[config.mk]
export PLATFORM = sky130hd
export DESIGN_NAME = score_display_mux_flat
export DESIGN_NICKNAME = d
export VERILOG_FILES = /design/src/rtl/score_disp_pkg.sv /design/src/rtl/score_display_mux_if.sv /design/src/rtl/seg7_decoder.sv /design/src/rtl/score_display_mux.sv /design/src/flat_wrapper.sv
export SDC_FILE = /design/constraint.sdc
export NUM_CORES = 1
export LEC_CHECK = 0
export CORE_ASPECT_RATIO = 0.7
export CORE_MARGIN = 2
export CORE_UTILIZATION = 54
export DETAILED_ROUTE_END_ITERATION = 16
export PLACE_DENSITY = 0.73
export SETUP_SLACK_MARGIN = 0.5
export SLEW_MARGIN = 0
export SYNTH_ARGS = -nofsm -noshare
export SYNTH_HDL_FRONTEND = slang
export SYNTH_SLANG_ARGS = --single-unit
[constraint.sdc]
create_clock -name clk -period 4.5 [get_ports clk]
set_input_delay 0.675 -clock clk [delete_from_list [all_inputs] [get_ports clk]]
set_output_delay 0.675 -clock clk [all_outputs]
set_load 0.01 [all_outputs]
[src/rtl/score_disp_pkg.sv]
// score_disp_pkg: shared segment codes, scan-state encoding and anode patterns
// for score_display_mux and seg7_decoder. Segment codes are {g,f,e,d,c,b,a},
// active-low; anode patterns are active-low, one-cold.
package score_disp_pkg;
  typedef enum logic [1:0] {DIG0, DIG1, DIG2, DIG3} scan_t;
  localparam logic [6:0] SEG_0     = 7'b1000000;
  localparam logic [6:0] SEG_1     = 7'b1111001;
  localparam logic [6:0] SEG_2     = 7'b0100100;
  localparam logic [6:0] SEG_3     = 7'b0110000;
  localparam logic [6:0] SEG_4     = 7'b0011001;
  localparam logic [6:0] SEG_5     = 7'b0010010;
  localparam logic [6:0] SEG_6     = 7'b0000010;
  localparam logic [6:0] SEG_7     = 7'b1111000;
  localparam logic [6:0] SEG_8     = 7'b0000000;
  localparam logic [6:0] SEG_9     = 7'b0010000;
  localparam logic [6:0] SEG_BLANK = 7'b1111111;
  localparam logic [3:0] AN_DIG0   = 4'b1110;
  localparam logic [3:0] AN_DIG1   = 4'b1101;
  localparam logic [3:0] AN_DIG2   = 4'b1011;
  localparam logic [3:0] AN_DIG3   = 4'b0111;
  localparam logic [3:0] AN_OFF    = 4'b1111;
  function automatic logic [3:0] anode(input scan_t s);
    return s == DIG0 ? AN_DIG0 : s == DIG1 ? AN_DIG1 : s == DIG2 ? AN_DIG2 : AN_DIG3;
  endfunction
  function automatic logic [3:0] tens(input logic [3:0] v);
    return {3'b000, v >= 4'd10};
  endfunction
  function automatic logic [3:0] ones(input logic [3:0] v);
    return v >= 4'd10 ? v - 4'd10 : v;
  endfunction
endpackage

[src/rtl/score_display_mux_if.sv]
// score_display_mux_if: score/win/enable inputs and 7-segment outputs of the display mux.
// Signals: score_a, score_b (4b scores), win_a, win_b (win levels), en (display enable),
// an (4b anodes), seg (7b cathodes), dp (decimal point); master drives inputs, slave is the display.
interface score_display_mux_if;
  logic [3:0] score_a;
  logic [3:0] score_b;
  logic       win_a;
  logic       win_b;
  logic       en;
  logic [3:0] an;
  logic [6:0] seg;
  logic       dp;
  modport master (output score_a, score_b, win_a, win_b, en, input an, seg, dp);
  modport slave  (input score_a, score_b, win_a, win_b, en, output an, seg, dp);
endinterface

[src/rtl/seg7_decoder.sv]
// seg7_decoder: combinational BCD digit to active-low 7-segment code.
// Ports: digit (4b, 0..9), blank (force all segments off), seg (7b {g,f,e,d,c,b,a}).
module seg7_decoder
  import score_disp_pkg::*;
(
  input  logic [3:0] digit,
  input  logic       blank,
  output logic [6:0] seg
);
  always_comb begin
    seg = SEG_BLANK;
    if (!blank)
      case (digit)
        4'd0: seg = SEG_0;
        4'd1: seg = SEG_1;
        4'd2: seg = SEG_2;
        4'd3: seg = SEG_3;
        4'd4: seg = SEG_4;
        4'd5: seg = SEG_5;
        4'd6: seg = SEG_6;
        4'd7: seg = SEG_7;
        4'd8: seg = SEG_8;
        4'd9: seg = SEG_9;
        default: seg = SEG_BLANK;
      endcase
  end
endmodule

[src/rtl/score_display_mux.sv]
// score_display_mux: samples two async 4-bit scores and win flags, shows them as
// two decimal digits each on a 4-digit multiplexed active-low 7-segment display,
// flashing the half of a player whose win flag is held.
// Ports: clk, rst (sync, active-low), bus (score_display_mux_if.slave).
// Option: define LEADING_ZERO_BLANK_EN to blank tens digits that are 0.
module score_display_mux
  import score_disp_pkg::*;
#(
  parameter int REFRESH_DIV = 50000,
  parameter int FLASH_DIV   = 25000000
) (
  input logic clk,
  input logic rst,
  score_display_mux_if.slave bus
);
  localparam int PW = REFRESH_DIV > 1 ? $clog2(REFRESH_DIV) : 1;
  localparam int FW = FLASH_DIV > 1 ? $clog2(FLASH_DIV) : 1;
  localparam logic [PW-1:0] PMAX = PW'(REFRESH_DIV - 1);
  localparam logic [FW-1:0] FMAX = FW'(FLASH_DIV - 1);
  // capture vector layout: {win_b, win_a, score_b, score_a}
  logic [9:0] s1, s2, s3, held;
  logic [PW-1:0] pcnt;
  logic tick;
  scan_t state, state_nxt;
  logic [3:0] frame_a, frame_b;
  logic [FW-1:0] fcnt;
  logic phase;
  logic [3:0] digit;
  logic flash_blank, blank, dp_nxt;
  logic [3:0] an_nxt;
  logic [6:0] seg_nxt;
  // held only follows the chain once two consecutive samples agree on all bits,
  // so a score caught mid-transition never reaches the display
  always_ff @(posedge clk)
    if (!rst) begin
      s1 <= '0;
      s2 <= '0;
      s3 <= '0;
      held <= '0;
    end else begin
      s1 <= {bus.win_b, bus.win_a, bus.score_b, bus.score_a};
      s2 <= s1;
      s3 <= s2;
      if (s2 == s3) held <= s2;
    end
  assign tick = pcnt == PMAX;
  always_ff @(posedge clk)
    if (!rst) pcnt <= '0;
    else pcnt <= tick ? '0 : pcnt + 1'b1;
  always_ff @(posedge clk)
    if (!rst) state <= DIG0;
    else state <= state_nxt;
  always_comb state_nxt = tick ? scan_t'(state + 2'd1) : state;
  // frame is latched only at the DIG3->DIG0 wrap so a frame never mixes values
  always_ff @(posedge clk)
    if (!rst) {frame_b, frame_a} <= '0;
    else if (tick && state == DIG3) {frame_b, frame_a} <= held[7:0];
  always_ff @(posedge clk)
    if (!rst || !(held[8] | held[9])) begin
      fcnt <= '0;
      phase <= 1'b1;
    end else if (fcnt == FMAX) begin
      fcnt <= '0;
      phase <= ~phase;
    end else fcnt <= fcnt + 1'b1;
  // state[1] selects player A digits (DIG2/DIG3); state[0] selects tens digits
  always_comb begin
    digit = state == DIG3 ? tens(frame_a) : state == DIG2 ? ones(frame_a) :
            state == DIG1 ? tens(frame_b) : ones(frame_b);
    flash_blank = !phase && ((held[8] && state[1]) || (held[9] && !state[1]));
`ifdef LEADING_ZERO_BLANK_EN
    blank = flash_blank || (state[0] && digit == 4'd0);
`else
    blank = flash_blank;
`endif
    an_nxt = bus.en ? anode(state) : AN_OFF;
    dp_nxt = !(bus.en && state == DIG2 && !flash_blank);
  end
  seg7_decoder u_dec (.digit(digit), .blank(blank), .seg(seg_nxt));
  always_ff @(posedge clk)
    if (!rst) begin
      bus.an <= AN_OFF;
      bus.seg <= SEG_BLANK;
      bus.dp <= 1'b1;
    end else begin
      bus.an <= an_nxt;
      bus.seg <= seg_nxt;
      bus.dp <= dp_nxt;
    end
endmodule

[src/flat_wrapper.sv]
// flat-port wrapper written by rule: the top's interface ports become plain ports
module score_display_mux_flat import score_disp_pkg::*;
#(
  parameter int REFRESH_DIV = 50000,
  parameter int FLASH_DIV   = 25000000
)
  (clk, rst, bus_score_a, bus_score_b, bus_win_a, bus_win_b, bus_en, bus_an, bus_seg, bus_dp);
  score_display_mux_if bus_i ();
  input logic clk;
  input logic rst;
  input wire logic [$bits(bus_i.score_a)-1:0] bus_score_a;
  input wire logic [$bits(bus_i.score_b)-1:0] bus_score_b;
  input wire logic [$bits(bus_i.win_a)-1:0] bus_win_a;
  input wire logic [$bits(bus_i.win_b)-1:0] bus_win_b;
  input wire logic [$bits(bus_i.en)-1:0] bus_en;
  output wire logic [$bits(bus_i.an)-1:0] bus_an;
  output wire logic [$bits(bus_i.seg)-1:0] bus_seg;
  output wire logic [$bits(bus_i.dp)-1:0] bus_dp;
  assign bus_i.score_a = bus_score_a;
  assign bus_i.score_b = bus_score_b;
  assign bus_i.win_a = bus_win_a;
  assign bus_i.win_b = bus_win_b;
  assign bus_i.en = bus_en;
  assign bus_an = bus_i.an;
  assign bus_seg = bus_i.seg;
  assign bus_dp = bus_i.dp;
  score_display_mux #(.REFRESH_DIV(REFRESH_DIV), .FLASH_DIV(FLASH_DIV)) u_core (.clk(clk), .rst(rst), .bus(bus_i));
endmodule
Word level (Yosys, flattened, before mapping):

Memory sizes are Yosys's and may differ from the RTL's. A register that Yosys moved wholly into a read port is not among the register bits.
Cells that the tools add are included.
Widths: inputs -> output; s select.

* bits in registers: 97
* ROM bits: 112
* input port bits: 13
* output and inout bits: 12
* logic and storage cells: 61
* memories: 1

* add/subtract/negate cells: 5
* $lt $le $gt $ge: 2
* equality and inequality tests: 6
* multiplexer cells: 8
* bitwise operators: 4
* reduce and logical (&&, ||, !) cells: 21

Memory list
* (no name shown): words 16, width 7, rd ports 1, clocked after Yosys merged registers in 1, wr ports 0, line seg7_decoder.sv:13 `case (digit)`

Operators with widths (number)
* $add 25x1->25 const B: 1
* $eq 25x25->1 const B: 1
* $mux 4: 6
* $add 16x1->16 const B: 1
* $eq 16x16->1 const B: 1
* $eq 10x10->1: 1
* $ge 4x4->1 const B: 2
* $sub 4x4->4 const B: 2
* $logic_and 1x1->1: 6
* $logic_not 1->1: 6
* $reduce_or 2->1: 3
* $eq 2x2->1 const B: 2
* $reduce_or 4->1: 1
* $not 1->1: 3
* $reduce_or 3->1: 1
* $add 2x1->2 const B: 1
* $eq 2x1->1 const B: 1
* $logic_not 2->1: 1
* $logic_or 1x1->1: 2
* $mux 2: 1
* $reduce_and 2->1: 1
* $mux 1: 1
* $or 1x1->1: 1

Longest topological paths before layout:

* depth in word-level cells: 7
* gate-level depth with buffers: 9

By module:

From an unflattened synthesis, not the netlist that was laid out.

* cell total of the unflattened synthesis: 472
* area, all modules: 4380.5 sq um

By module, submodules not included
* score_display_mux: instances 1, cells an instance 439, area each 4145.2 sq um
* seg7_decoder: instances 1, cells an instance 33, area each 235.2 sq um

Least setup slack after synthesis:

OpenSTA, ideal clock, no wires.

* kind: reg2reg
* from: register u_core.state[0]
* to: register u_core.bus.seg[5]
* setup time: 0.114 ns
* data arrival time: 1.985 ns
* data required time: 4.386 ns
* path slack: 2.401 ns
* stages on the path, launching flop included: 10
* path through: dfxtp_1 inv_1 ha_1 inv_1 a31oi_1 a2bb2oi_1 inv_1 ha_1 or3_1 a21o_1

* cells in the longest elaborated chain, start to end: 4

RTL lines
* start: declaration: line score_display_mux.sv:24 `scan_t state, state_nxt;`
* start signal: assignment: line score_display_mux.sv:52 `else state <= state_nxt;`
* $eq 2x1->1: line score_display_mux.sv:69 `state == DIG1 ? tens(frame_b) : ones(frame_b);`
* $mux 4: line score_display_mux.sv:69
* $mux 4: line score_display_mux.sv:68 `digit = state == DIG3 ? tens(frame_a) : state == DIG2 ? ones(frame_a) :`
* $mux 4 (*): line score_display_mux.sv:68
* end: declaration: line score_display_mux_if.sv:14 `modport slave (input score_a, score_b, win_a, win_b, en, output an, seg, dp);`

Mark *: on every way between the ends. The rest lies on a longest branch, timed or not.
A chain may end at the register's enable or synchronous reset.

Worst setup path after layout:

Same ends and word-level chain as after synthesis.

==> results.json <==
{
  "chipHeight_um": 78.0,
  "dieArea_um2": 8550,
  "drive_gt1_share_pct": 6.00,
  "insertion_delay_ns": 0.37,
  "grt_pass1_vias": 2692,
  "hold_viol_final": 0,
  "cp.arrival_ns": 2.65,
  "synth_fp_nets": 460,
  "routed_wl_um": 6780,
  "critPathLaunchType": "flip-flop",
  "synth_compound_area_share_pct": 5.57,
  "fp.dieW_um": 110,
  "r2r_cells": 9,
  "total_power_mw": 1.58,
  "dp.final_hpwl_um": 4790,
  "maxCapViolations": 0,
  "hold_class": "flip-flop to flip-flop",
  "tns_ns": 0,
  "firstDrtPassIters": 4,
  "dpl_worst_slack_ns": 1.86,
  "num_antenna_cells": 0,
  "min_period_over_period_pct": 52.9,
  "stdcell_count": 565,
  "final_common_cell": "dfxtp_1",
  "drt_iter0_markers": 126,
  "min_path_cells": 1,
  "ctsHtreeMaxLevel": 3,
  "vias_per_cell": 5.07,
  "setup_viol": 0,
  "crit_path_max_fanout": 6,
  "start_util_pct": 56.7,
  "maxSlewViolCount": 0,
  "rsz0062_at_grt": "false",
  "cts_buffers": 9,
  "clock-root-buffer": "clkbuf_8",
  "drc": 0,
  "synthAdderAreaFrac_pct": 3.26,
  "hold-path-endpoint": "u_core.s2[6]$_SDFF_PN0_",
  "r2r_slack_ns": 2.12,
  "yosysSeqAreaShare_pct": 49.3,
  "gp_congestion": 0.817,
  "holdWs_ns": 0.439,
  "ys_seq_elements": 104,
  "track_usage_pct": 17.8,
  "grt_pass1_wl_um": 12000,
  "io_buffers": 24,
  "cts.path.max_buffers": 2,
  "cts-resized-gates": 0,
  "row_count": 26,
  "worst_slew_pin_slew_ns": 0.825,
  "ir_drop_mv": 0.260,
  "fin_area_um2": 4720,
  "dpl_cell_area_um2": 4520,
  "dominantRegCellSynth": "dfxtp_1",
  "synth_edf_count": 0,
  "pin_count": 25,
  "r2r_end": "u_core.bus.seg[5]$_SDFF_PP1_",
  "cts_setup_buffers": 0,
  "cts_tree": "built",
  "postSynth.asyncResetShare_pct": 0,
  "critPathRequiredTime_ns": 4.77,
  "powerDensity_nw_per_um2": 334,
  "finalCriticalPeriod_ns": 2.38,
  "hold_start": "u_core.s1[6]$_SDFF_PN0_",
  "placedCellCount": 549,
  "p_leak_nw": 1.67,
  "skew_ns": 0.0112,
  "cts.clk_slew.worst_paths_ns": 0.10,
  "fin_ws_ns": 2.12,
  "syn_inst": 436,
  "synth-simple-area-share_pct": 24.8,
  "wl_per_cell_um": 12.0,
  "slew_headroom_pct": 45.0,
  "synthDistinctLibCells": 45,
  "r2r_start": "u_core.state[0]$_SDFFE_PN0P_",
  "synth_xor_area_share_pct": 9.96,
  "cts_sinks": 104,
  "endpoint_kind": "flip-flop",
  "overflow": 0,
  "area_delta_synth_final_pct": 11.8,
  "core_um2": 7450,
  "synth.mux.area_fraction_pct": 3.79,
  "fin_util_pct": 63.4,
  "clock.fmax_ghz": 0.420,
  "avgSynthCellArea_um2": 9.68,
  "final_cell_mix": "104 x dfxtp_1, 50 x nor2_1, 32 x and2_1",
  "cts-hold-fix-buffers": 0,
  "fillers": 625,
  "antenna_found_initial": 0,
  "syn-cell-area_um2": 4220,
  "crit_type": "flip-flop to flip-flop",
  "synth_top_family_by_area": "simple AND/OR/NAND/NOR gates",
  "grt_max_degree": 59,
  "synth_warnings": 0,
  "antenna_left": 0,
  "vias": 2867,
  "fin_nets": 486,
  "status": "completed"
}
## cells in the mapped netlist, types with 2 or more instances
cell / number / area, µm²
a21o_1: 4 / 30.0
or3_1: 5 / 31.3
o211ai_1: 5 / 37.5
nand2_1: 28 / 105
nor2_1: 50 / 188
nor4_1: 2 / 12.5
buf_2: 2 / 10.0
nor3_1: 10 / 50.1
nand3b_1: 2 / 15.0
inv_1: 15 / 56.3
and3_1: 5 / 31.3
clkbuf_1: 5 / 18.8
nand3_1: 16 / 80.1
buf_12: 2 / 40.0
nor4bb_1: 2 / 20.0
nand2b_1: 2 / 12.5
nor2b_1: 17 / 106
o21ai_0: 10 / 50.1
a31oi_1: 2 / 12.5
a21boi_0: 4 / 30.0
dfxtp_1: 104 / 2080
a21oi_1: 5 / 25.0
mux2i_1: 16 / 160
a21oi_2: 2 / 17.5
nand4_1: 14 / 87.6
and2_1: 32 / 200
xnor2_1: 24 / 210
xor2_1: 24 / 210
ha_1: 11 / 138
## worst max-delay path by stage
stage / start / endpoint / slack [ns] / cells past startpoint
6_report: u_core.state[0]$_SDFFE_PN0P_ / u_core.bus.seg[5]$_SDFF_PP1_ / 2.12 / 9
2_1_floorplan: u_core.state[0]$_SDFFE_PN0P_ / u_core.bus.seg[5]$_SDFF_PP1_ / 2.40 / 9
3_5_place_dp: rst / u_core.fcnt[23]$_SDFF_PP0_ / 1.86 / 5
3_3_place_gp: rst / u_core.fcnt[22]$_SDFF_PP0_ / 1.95 / 5
4_1_cts: u_core.state[0]$_SDFFE_PN0P_ / u_core.bus.seg[5]$_SDFF_PP1_ / 2.11 / 9
5_1_grt: u_core.state[1]$_SDFFE_PN0P_ / u_core.bus.seg[5]$_SDFF_PP1_ / 1.87 / 9
## sequential cells by signal, indices dropped and copies added (netlist names)
signal and flops:
u_core.bus.an 4, u_core.bus.dp 1, u_core.bus.seg 7, u_core.fcnt 25, u_core.frame_a 4, u_core.frame_b 4, u_core.held 10, u_core.pcnt 16
u_core.phase 1, u_core.s1 10, u_core.s2 10, u_core.s3 10, u_core.state 2
## critical path, cell delays in order, from the launching register on
cell	delay, ns
dfxtp_1	0.42
inv_1	0.09
ha_1	0.28
inv_1	0.14
a31oi_1	0.10
a2bb2oi_1	0.41
inv_1	0.09
ha_1	0.22
or3_1	0.37
a21o_1	0.18
## metal layers
layer  routed length [µm]  part of all wire (%)  up-vias  global-route usage (%)
met2                 2870                    42       52                    26.3
met3                  335                   4.9       10                    6.47
met1                 3470                    51     1300                    23.8
met4                  102                   1.5        0                    6.46
li1                     -                     -     1505                       -
met5                    0                     0        -                       0
## logic make-up (layout without fill, tap and decap cells)
group                      after synthesis  count (layout)
adders and majority gates               11              11
and+or+nand+nor                        196             196
DFF                                    104             104
AOI/OAI and AO/OA                       35              35
buffers and inverters                   26              57
muxes                                   16              16
xor gates and xnor gates                48              48
## area by class of cell
class | count | area (µm²) | share of cell area (%)
inverter | 15 | 56.3 | 1.19
multi-input combinational | 306 | 2010 | 42.5
clock buffer | 11 | 151 | 3.21
sequential | 104 | 2080 | 44.1
timing repair buffer | 26 | 255 | 5.41
clock inverter | 5 | 47.5 | 1.01
tap | 98 | 123 | 2.60
## report_power, final
part / total [mW] / internal (mW) / switching, mW
clock: 0.564 / 0.241 / 0.323
combinational: 0.0667 / 0.0381 / 0.0287
sequential: 0.947 / 0.938 / 0.00913
total: 1.58 / 1.22 / 0.361
Power figures use the tool's default switching activity.
